**src/rtl/freq_div_pkg.sv**
```systemverilog
// Shared definitions for the programmable frequency divider.
// Contents:
//   state_t      - divider FSM states (IDLE, RUN)
//   DEF_MIN_DIV  - default smallest divisor honoured by the divider
//   DIV_*        - the four standard divisors issued by the divisor selector
package freq_div_pkg;

  typedef enum logic [0:0] {
    IDLE = 1'b0,
    RUN  = 1'b1
  } state_t;

  localparam int DEF_MIN_DIV = 2;

  localparam logic [31:0] DIV_512K  = 32'd512000;
  localparam logic [31:0] DIV_1024K = 32'd1024000;
  localparam logic [31:0] DIV_2048K = 32'd2048000;
  localparam logic [31:0] DIV_4096K = 32'd4096000;

endpackage

```
**src/rtl/freq_div_n_if.sv**
```systemverilog
// Divider control/status bundle between the divisor selector (master) and the
// frequency divider (slave).
// Signals:
//   en        master->slave  run enable
//   DivN      master->slave  requested divisor
//   clk_out   slave->master  divided square wave (registered)
//   tick      slave->master  one-cycle pulse in the last cycle of each period
//   running   slave->master  high while the divider is in RUN
//   active_n  slave->master  divisor currently in use, after clamping
interface freq_div_n_if #(
  parameter int WIDTH = 32
);

  logic             en;
  logic [WIDTH-1:0] DivN;
  logic             clk_out;
  logic             tick;
  logic             running;
  logic [WIDTH-1:0] active_n;

  modport master (
    output en,
    output DivN,
    input  clk_out,
    input  tick,
    input  running,
    input  active_n
  );

  modport slave (
    input  en,
    input  DivN,
    output clk_out,
    output tick,
    output running,
    output active_n
  );

endinterface

```
**src/rtl/div_counter.sv**
```systemverilog
// Wrap counter for the frequency divider. The count register runs
// 0..limit-1; clear forces it to 0, inc advances it with wrap, and with
// neither asserted it holds.
// Ports:
//   clk, rst   clock and asynchronous active-high reset
//   clear      force the count to 0 on the next edge (priority over inc)
//   inc        advance the count, wrapping after limit-1
//   limit      current period length
//   cnt_next   value the count register takes on the next edge
//   wrap       the count is at limit-1 (last cycle of the period)
module div_counter #(
  parameter int WIDTH = 32
) (
  input  logic             clk,
  input  logic             rst,
  input  logic             clear,
  input  logic             inc,
  input  logic [WIDTH-1:0] limit,
  output logic [WIDTH-1:0] cnt_next,
  output logic             wrap
);

  logic [WIDTH-1:0] cnt_r;

  assign wrap = (cnt_r == (limit - WIDTH'(1)));

  // Next count: clear beats increment; increment wraps to 0 on the last cycle.
  always_comb begin
    cnt_next = cnt_r;
    if (clear) begin
      cnt_next = '0;
    end else if (inc) begin
      if (wrap) begin
        cnt_next = '0;
      end else begin
        cnt_next = cnt_r + WIDTH'(1);
      end
    end else begin
      cnt_next = cnt_r;
    end
  end

  // Count register.
  always_ff @(posedge clk or posedge rst) begin
    if (rst) begin
      cnt_r <= '0;
    end else begin
      cnt_r <= cnt_next;
    end
  end

endmodule

```
**src/rtl/freq_div_n.sv**
```systemverilog
// Programmable frequency divider. Counts clk cycles and produces a registered
// divided square wave (clk_out) plus a one-cycle tick in the last cycle of
// every period. The requested divisor is clamped up to MIN_DIV.
// Ports:
//   clk   system clock
//   rst   asynchronous active-high reset
//   bus   freq_div_n_if slave: en/DivN in, clk_out/tick/running/active_n out
// Build option:
//   FREQ_DIV_SHADOW_EN defined   - a new divisor is loaded only at the wrap
//                                  edge, so the current period always completes.
//   FREQ_DIV_SHADOW_EN undefined - any change of the clamped divisor restarts
//                                  the period on the next edge.
module freq_div_n
  import freq_div_pkg::*;
#(
  parameter int WIDTH   = 32,
  parameter int MIN_DIV = DEF_MIN_DIV
) (
  input  logic          clk,
  input  logic          rst,
  freq_div_n_if.slave   bus
);

  localparam logic [WIDTH-1:0] MIN_DIV_W = WIDTH'(MIN_DIV);

  function automatic logic [WIDTH-1:0] clamp(input logic [WIDTH-1:0] x);
    if (x < MIN_DIV_W) begin
      return MIN_DIV_W;
    end else begin
      return x;
    end
  endfunction

  state_t           state_r;
  state_t           state_next_s;
  logic [WIDTH-1:0] active_r;
  logic [WIDTH-1:0] active_next_s;
  logic [WIDTH-1:0] div_req_s;
  logic [WIDTH-1:0] cnt_next_s;
  logic             wrap_s;
  logic             cnt_clear_s;
  logic             cnt_inc_s;
  logic             run_next_s;
  logic             clk_out_next_s;
  logic             tick_next_s;
  logic             clk_out_r;
  logic             tick_r;
  logic             running_r;

  assign div_req_s = clamp(bus.DivN);

  div_counter #(
    .WIDTH (WIDTH)
  ) u_counter (
    .clk      (clk),
    .rst      (rst),
    .clear    (cnt_clear_s),
    .inc      (cnt_inc_s),
    .limit    (active_r),
    .cnt_next (cnt_next_s),
    .wrap     (wrap_s)
  );

  // FSM next state, divisor shadow and counter control.
  always_comb begin
    state_next_s  = state_r;
    active_next_s = active_r;
    cnt_clear_s   = 1'b1;
    cnt_inc_s     = 1'b0;
    case (state_r)
      IDLE: begin
        if (bus.en) begin
          state_next_s  = RUN;
          active_next_s = div_req_s;
        end else begin
          state_next_s  = IDLE;
        end
      end
      RUN: begin
        if (!bus.en) begin
          // Leaving RUN wins over a simultaneous wrap: no divisor reload.
          state_next_s = IDLE;
        end else begin
          state_next_s = RUN;
`ifdef FREQ_DIV_SHADOW_EN
          cnt_clear_s = 1'b0;
          cnt_inc_s   = 1'b1;
          if (wrap_s) begin
            active_next_s = div_req_s;
          end else begin
            active_next_s = active_r;
          end
`else
          if (div_req_s != active_r) begin
            // Divisor changed: restart the period with the new value.
            active_next_s = div_req_s;
          end else begin
            cnt_clear_s = 1'b0;
            cnt_inc_s   = 1'b1;
            // Reload at the wrap as well; the value is unchanged on this path.
            if (wrap_s) begin
              active_next_s = div_req_s;
            end else begin
              active_next_s = active_r;
            end
          end
`endif
        end
      end
      default: begin
        state_next_s = IDLE;
      end
    endcase
  end

  // Output decode on the post-edge count/divisor so the flops present the
  // values that belong to the cycle being entered.
  always_comb begin
    run_next_s     = (state_next_s == RUN);
    clk_out_next_s = run_next_s && (cnt_next_s < (active_next_s >> 1));
    tick_next_s    = run_next_s && (cnt_next_s == (active_next_s - WIDTH'(1)));
  end

  // State, shadow divisor and output registers.
  always_ff @(posedge clk or posedge rst) begin
    if (rst) begin
      state_r   <= IDLE;
      active_r  <= '0;
      clk_out_r <= 1'b0;
      tick_r    <= 1'b0;
      running_r <= 1'b0;
    end else begin
      state_r   <= state_next_s;
      active_r  <= active_next_s;
      clk_out_r <= clk_out_next_s;
      tick_r    <= tick_next_s;
      running_r <= run_next_s;
    end
  end

  assign bus.clk_out  = clk_out_r;
  assign bus.tick     = tick_r;
  assign bus.running  = running_r;
  assign bus.active_n = active_r;

endmodule

```
**src/flat_wrapper.sv**
```systemverilog
// flat-port wrapper written by rule: the top's interface ports become plain ports
module freq_div_n_flat import freq_div_pkg::*;
#(
  parameter int WIDTH   = 32,
  parameter int MIN_DIV = DEF_MIN_DIV
)
  (clk, rst, bus_en, bus_DivN, bus_clk_out, bus_tick, bus_running, bus_active_n);
  freq_div_n_if #(.WIDTH(WIDTH)) bus_i ();
  input  logic clk;
  input  logic rst;
  input wire logic [$bits(bus_i.en)-1:0] bus_en;
  input wire logic [$bits(bus_i.DivN)-1:0] bus_DivN;
  output wire logic [$bits(bus_i.clk_out)-1:0] bus_clk_out;
  output wire logic [$bits(bus_i.tick)-1:0] bus_tick;
  output wire logic [$bits(bus_i.running)-1:0] bus_running;
  output wire logic [$bits(bus_i.active_n)-1:0] bus_active_n;
  assign bus_i.en = bus_en;
  assign bus_i.DivN = bus_DivN;
  assign bus_clk_out = bus_i.clk_out;
  assign bus_tick = bus_i.tick;
  assign bus_running = bus_i.running;
  assign bus_active_n = bus_i.active_n;
  freq_div_n #(.WIDTH(WIDTH), .MIN_DIV(MIN_DIV)) u_core (.clk(clk), .rst(rst), .bus(bus_i));
endmodule
```
**config.mk**
```make
export PLATFORM = sky130hd
export DESIGN_NAME = freq_div_n_flat
export DESIGN_NICKNAME = d
export VERILOG_FILES = /design/src/rtl/freq_div_pkg.sv /design/src/rtl/freq_div_n_if.sv /design/src/rtl/div_counter.sv /design/src/rtl/freq_div_n.sv /design/src/flat_wrapper.sv
export SDC_FILE = /design/constraint.sdc
export NUM_CORES = 1
export LEC_CHECK = 0
export CAP_MARGIN = 30
export CORE_UTILIZATION = 26
export CTS_CLUSTER_SIZE = 40
export DETAILED_ROUTE_END_ITERATION = 10
export GPL_TIMING_DRIVEN = 0
export PLACE_DENSITY = 0.42
export SETUP_SLACK_MARGIN = 0.15
export SLEW_MARGIN = 20
export SYNTH_ARGS = -nofsm -noshare
export SYNTH_HDL_FRONTEND = slang
export SYNTH_HIERARCHICAL = 1
export SYNTH_SLANG_ARGS = --single-unit
```
**constraint.sdc**
```tcl
create_clock -name clk -period 5.72 [get_ports clk]
set_input_delay 1.43 -clock clk [delete_from_list [all_inputs] [get_ports clk]]
set_output_delay 1.43 -clock clk [all_outputs]
set_load 0.005 [all_outputs]
```
== Word level (Yosys, flattened, before mapping) ==
Index checks and enable logic that the tools add are counted.

* Flip-flop bits (word level): 67
* Input bits: 35
* Output and inout bits: 35
* Logic and storage cells: 32

* $add $sub $neg: 3
* $lt $le $gt $ge: 2
* Equality and inequality tests: 3
* Mux-type cells: 16
* Bitwise gates (word level): 1
* Reduce and logical (&&, ||, !) cells: 2

{| class="wikitable"
|+ Operators with widths
! operator !! number
|-
| 32-bit two-way mux || 8
|-
| 32-bit == test || 2
|-
| 32-bit one-hot mux with 2 select lines || 1
|-
| 32-bit by 1-bit subtractor with 32-bit output, second input constant || 2
|-
| 32-bit by 1-bit adder with 32-bit output, second input constant || 1
|-
| 32-bit by 2-bit less-than comparator with 1-bit output, second input constant || 1
|-
| 32-bit by 31-bit less-than comparator with 1-bit output || 1
|-
| 32-bit inequality test || 1
|-
| 1-bit two-way mux || 7
|-
| 1-bit logical AND || 2
|-
| 1-bit NOT || 1
|}

== Longest topological paths before layout ==
* Word-level depth: 10
* Depth in mapped cells: 26
* Depth with buffers taken out: 24

== Cells and area by module ==
Netlist, hierarchy kept.

{| class="wikitable"
|+ Modules (own cells, without submodules)
! module !! times used !! cells an instance !! area each (µm²) !! sequential area each (µm²)
|-
| freq_div_n || 1 || 478 || 4,085.2 || 875.8
|-
| div_counter || 1 || 341 || 3,078.0 || 800.8
|}

== Worst setup path before layout ==
Ideal clock, no wire load.

* Path type: input to register
* From: input port bus_DivN[6]
* To: register u_core.clk_out_r, in the netlist u_core/bus.clk_out
* Setup time: 0.082 ns
* Data arrival time: 6.315 ns
* Data required time: 5.638 ns
* Path slack: -0.677 ns
* Stages on the path: 24
* Buffers on the path: 1
* Path through: or3_4 > or3_4 > or3_1 > o311a_1 > or3b_2 > inv_1 > clkbuf_1 > nand3_1 > nor3_1 > nand3_1 > xor2_1 > a211oi_2 > ha_1 > a41oi_1 > o21ai_0 > a21oi_1 > nor2b_1 > o21ai_0 > nand2b_1 > a21oi_1 > o21ai_0 > nand2_1 > nand3_1 > a31oi_1

* Elaborated cells on any way between the ends: 18
* Those cells by class: order compare (2); eq/ne (1); mux (14); reduce/logical (1)

{| class="wikitable"
|+ RTL lines
! what !! line !! source
|-
| start: declaration || flat_wrapper.sv:12 || <nowiki>input wire logic [$bits(bus_i.DivN)-1:0] bus_DivN;</nowiki>
|-
| 32-bit by 2-bit less-than comparator with 1-bit output || freq_div_n.sv:27 || <nowiki>if (x < MIN_DIV_W) begin</nowiki>
|-
| 32-bit two-way mux * || freq_div_n.sv:27 ||
|-
| 32-bit inequality test * || freq_div_n.sv:94 || <nowiki>if (div_req_s != active_r) begin</nowiki>
|-
| 1-bit two-way mux * || freq_div_n.sv:94 ||
|-
| 1-bit two-way mux * || freq_div_n.sv:80 || <nowiki>if (!bus.en) begin</nowiki>
|-
| 1-bit two-way mux * || freq_div_n.sv:70 || <nowiki>case (state_r)</nowiki>
|-
| net u_core.cnt_clear_s || freq_div_n.sv:41 || <nowiki>logic cnt_clear_s;</nowiki>
|-
| 32-bit two-way mux * || div_counter.sv:30 || <nowiki>if (clear) begin</nowiki>
|-
| net u_core.cnt_next_s[17] || freq_div_n.sv:39 || <nowiki>logic [WIDTH-1:0] cnt_next_s;</nowiki>
|-
| 32-bit by 31-bit less-than comparator with 1-bit output * || freq_div_n.sv:120 || <nowiki>clk_out_next_s = run_next_s && (cnt_next_s < (active_next_s >> 1));</nowiki>
|-
| 1-bit logical AND * || freq_div_n.sv:120 ||
|-
| net u_core.clk_out_next_s || freq_div_n.sv:44 || <nowiki>logic clk_out_next_s;</nowiki>
|-
| end signal: assignment || freq_div_n.sv:135 || <nowiki>clk_out_r <= clk_out_next_s;</nowiki>
|-
| end: declaration || freq_div_n.sv:46 || <nowiki>logic clk_out_r;</nowiki>
|}

Mark *: on every way through the listed nets, which the timed path passes. The rest lies on a longest branch.

== Worst setup path in the final report ==
* From: input port bus_DivN[2]
* To: register u_core.tick_r, in the netlist u_core/bus.tick

* Elaborated cells on any way between the ends: 19
* Those cells by class: add/sub (1); order compare (1); eq/ne (2); mux (14); reduce/logical (1)

{| class="wikitable"
|+ RTL lines
! what !! line !! source
|-
| 32-bit by 2-bit less-than comparator with 1-bit output || freq_div_n.sv:27 ||
|-
| 32-bit two-way mux * || freq_div_n.sv:27 ||
|-
| 32-bit inequality test * || freq_div_n.sv:94 ||
|-
| 1-bit two-way mux * || freq_div_n.sv:94 ||
|-
| 1-bit two-way mux * || freq_div_n.sv:80 ||
|-
| 1-bit two-way mux * || freq_div_n.sv:70 ||
|-
| net u_core.cnt_clear_s || freq_div_n.sv:41 ||
|-
| 32-bit two-way mux * || div_counter.sv:30 ||
|-
| net u_core.cnt_next_s[18] || freq_div_n.sv:39 ||
|-
| 32-bit == test * || freq_div_n.sv:121 || <nowiki>tick_next_s = run_next_s && (cnt_next_s == (active_next_s - WIDTH'(1)));</nowiki>
|-
| 1-bit logical AND * || freq_div_n.sv:121 ||
|-
| net u_core.tick_next_s || freq_div_n.sv:45 || <nowiki>logic tick_next_s;</nowiki>
|-
| end signal: assignment || freq_div_n.sv:136 || <nowiki>tick_r <= tick_next_s;</nowiki>
|-
| end: declaration || freq_div_n.sv:47 || <nowiki>logic tick_r;</nowiki>
|}

Marked as above.

==> results.md <==
- Cell Chain, Critical Path: buf_12 > or3_4 > or3_4 > or3_4 > o311a_4 > or3b_4 > inv_4 > nand2_4 > nor3_4 > buf_6 > and3_4 > nand2_1 > xor2_1 > a211oi_2 > buf_4 > buf_4 > buf_4 > buf_4 > xor2_1 > xnor2_1 > or4_4 > nor4_4
- Commonest non-fill, non-tap cell in the layout: xnor2_1
- Starting density of the core: 26.5%
- H-tree levels: 3
- Switching share of power: 34.8%
- Post-synthesis async set-or-reset flop share: 100%
- Synthesized flop and latch total: 67
- Fin. Hold Viols: 0
- Clock share of power: 36.7%
- Filler Cell Count: 2,840
- HPWL reported at the end of detailed placement: 23,100 µm
- Vias post-DR: 6,813
- Max Clock Skew: 8.64 ps
- P_leak: 3.68 nW
- I/O Buffers: 67
- Switch Pwr: 0.000573 W
- Internal Power: 0.00107 W
- CP Capture Type: flip-flop
- Core area: 27,000 µm²
- CTS buffer count: 9
- Syn Area/Cell: 8.75 µm²
- Layout cells sized above 1: 21.9%
- Final setup vio count: 2
- Die Wd: 168 µm
- Design area: 9290 µm²
- Crit-path max FO: 5
- Vias per inst: 5.31
- Most Frequent Cell on Critical Path: buf_4
- Setup WS pre-CTS: -2530 ps
- Crit path required time: 5950 ps
- Area delta synth->final: 29.6%
- First-pass GRT wire length: 44,300 µm
- WL final: 29,900 µm
- Status: complete, but fails checks
- CP delay by family, top: simple AND/OR/NAND/NOR gates
- Largest net degree at the start of global routing: 21
- Die Span Y: 168 µm
- Fin nets: 1,005
- RSZ-0062 raised after global routing: yes
- Combinational power share: 28.0%
- Ys flop type: dfrtp_1
- Syn Std Cell Area: 7160 µm²
- DRT antenna net count: 0
- Max-cap viol count: 0
- Root buffer cell: clkbuf_16
- Failing checks: setup timing
- Sequential power share: 35.4%
- Syn Inst Count: 819
- Initial DRC Count: 498
- Worst hold path type: reg -> reg
- Syn Nets: 887
- Critical path's largest stage delay: 600 ps
- Leading cell types in the layout, fill and taps excluded: xnor2_1 (90), dfrtp_1 (64), xor2_1 (60)
- DRT Pass-1 Iters: 5
- Hold_buf cts: 0
- IO Pins: 70
- Crit path DAT: 6280 ps
- Pins Over Slew Limit: 0
- Antenna violations before repair: 0
- Worst-Margin Slew: 1060 ps
- Die area: 28,200 µm²
- WHS: 664 ps
- Distinct cells, synth: 73
- Ys Warns: 6
- Post-route worst setup slack: -333 ps
- Clock sink total: 67
- DRC: 0
- Pwr/cell area: 177 nW/µm²
- Final min period: 6050 ps
- CTS Buffer Depth: 2
- Post-synth EDFFs: 0
- VDD IR-drop max: 0.109 mV
- Seq/Total Area, Yosys: 23.4%
- Site Rows: 60
- CP max-delay cell: or4_4
- Slew margin rel.: 28.2%
- ANT cells: 0
- CP bufs+invs: 7
- Vias in the first global route: 6,622
- WL per Instance: 23.3 µm
- Setup CP Type: in -> reg
- Global-route usage over all layers: 21.5%
- CTS tree: yes
- Critical Path Start Type: primary input
- Fmax achieved: 0.165 GHz
- Cell Area, Placed: 8400 µm²
- Routability congestion estimate: 0.919
- Clk slew on worst S/H paths: 60 ps
- Clk_lat worst skew: 350 ps
- Overflow left after global routing: 0
- Period utilisation layout: 106%
-- power groups by stage --
stage,clock (W),combinational (W),sequential [W]
after floorplan,0,0.000258,0.000558
after global placement,0,0.000438,0.000590
after detailed placement,0,0.000441,0.000588
after CTS,0.000621,0.000453,0.000580
after global routing,0.000636,0.000495,0.000589
final,0.000604,0.000461,0.000582
-- cells by family (layout without fill, tap and decap cells) --
group | Yosys count | after routing | synth area share [%]
AND/OR/NAND/NOR | 302 | 302 | 24.3
AO/OA/AOI/OAI | 132 | 132 | 14.7
XOR/XNOR | 154 | 154 | 18.9
multiplexers | 49 | 49 | 7.04
buffers and inverters | 82 | 205 | 5.80
flip-flops | 67 | 67 | 23.4
adder cells (fa/ha/maj) | 33 | 33 | 5.76
-- timing repair --
| action | in CTS | in global routing |
|---|---|---|
| pin swaps | 35 | 27 |
| resized for setup | 103 | 61 |
| buffers inserted | 29 | 7 |
| endpoints found under the setup margin | 13 | 2 |
-- area by class of cell --
type                            instances  area (µm²)  share of cell area [%]
Buffer                                 35         275                    2.96
Clock buffer                           12         267                    2.87
Clock inverter                          4        47.5                   0.512
Inverter                               47         179                    1.93
Multi-Input combinational cell        670        5440                    58.6
Sequential cell                        67        1680                    18.1
Tap cell                              341         427                    4.59
Timing Repair Buffer                  107         970                    10.4
-- worst reg2reg max path, stage by stage (launching register included) --
cell      delay [ps]
dfrtp_1          540
or4_1            620
or3_1            380
a211oi_2         370
nor2_1           120
nor3_1           280
o21ai_0          200
nor4b_4          380
o31ai_4          140
buf_6            220
buf_12           170
mux2_4           320
inv_1             70
ha_2             250
nor3b_1          260
a31oi_2          150
buf_4            260
a21oi_1          150
xnor2_1          180
or4_4            600
nor4_4           230
-- through the flow --
| stage | setup TNS, ps | std cells | utilization, % | total power, W |
|---|---|---|---|---|
| 6_report | -653 | 1283 | 34.4 | 0.00165 |
| 5_1_grt | -901 | 1283 | 34.4 | 0.00172 |
| 4_1_cts | -662 | 1276 | 33.8 | 0.00165 |
| 3_5_place_dp | -11140 | 1231 | 31.1 | 0.00103 |
| 3_3_place_gp | -10980 | 1227 | 30.9 | 0.00103 |
| 2_1_floorplan | -210 | 819 | - | 0.000816 |
-- routing by layer --
| layer | vias to the layer above | GRT usage [%] | wire length, µm |
|---|---|---|---|
| li1 | 3231 | - | - |
| met1 | 3356 | 30.1 | 14400 |
| met4 | 0 | 6.58 | 549 |
| met3 | 24 | 3.20 | 1540 |
| met5 | - | 0 | 0 |
| met2 | 202 | 33.8 | 13500 |
-- synthesized netlist by cell type (12+ instances only) --
library cell	number	share of area (%)
xnor2_1	92	11
dfrtp_1	67	23
xor2_1	61	7.5
nor2_1	55	2.9
inv_1	47	2.5
mux2i_1	41	5.7
nor3_1	39	2.7
nand2_1	36	1.9
ha_1	33	5.8
a211oi_2	30	5.2
nand4_1	30	2.6
a21oi_1	27	1.9
nand3_1	27	1.9
nor4_1	25	2.2
clkbuf_1	18	0.94
o21ai_0	17	1.2
or3_1	16	1.4
nand2b_1	12	1.0
-- worst paths after layout --
check,startpoint,endpoint,slack (ps),cells after the start
max reg2reg,u_core/bus.active_n[7],u_core/bus.tick,-290,20
max,bus_DivN[2],u_core/bus.tick,-330,22
min in group asynchronous,rst,u_core/bus.active_n[17],1450,2
min reg2reg,u_core/u_counter/cnt_r[30],u_core/u_counter/cnt_r[30],660,2
max in group asynchronous,rst,u_core/bus.active_n[0],3780,3
min,u_core/u_counter/cnt_r[30],u_core/u_counter/cnt_r[30],660,2
-- registers in the layout, summed over array words and instances (netlist names) --
name                    count
u_core/u_counter/cnt_r     32
u_core/bus.clk_out          1
u_core/bus.tick             1
u_core/bus.active_n        32
u_core/bus.running          1
Power figures use the tool's default switching activity.
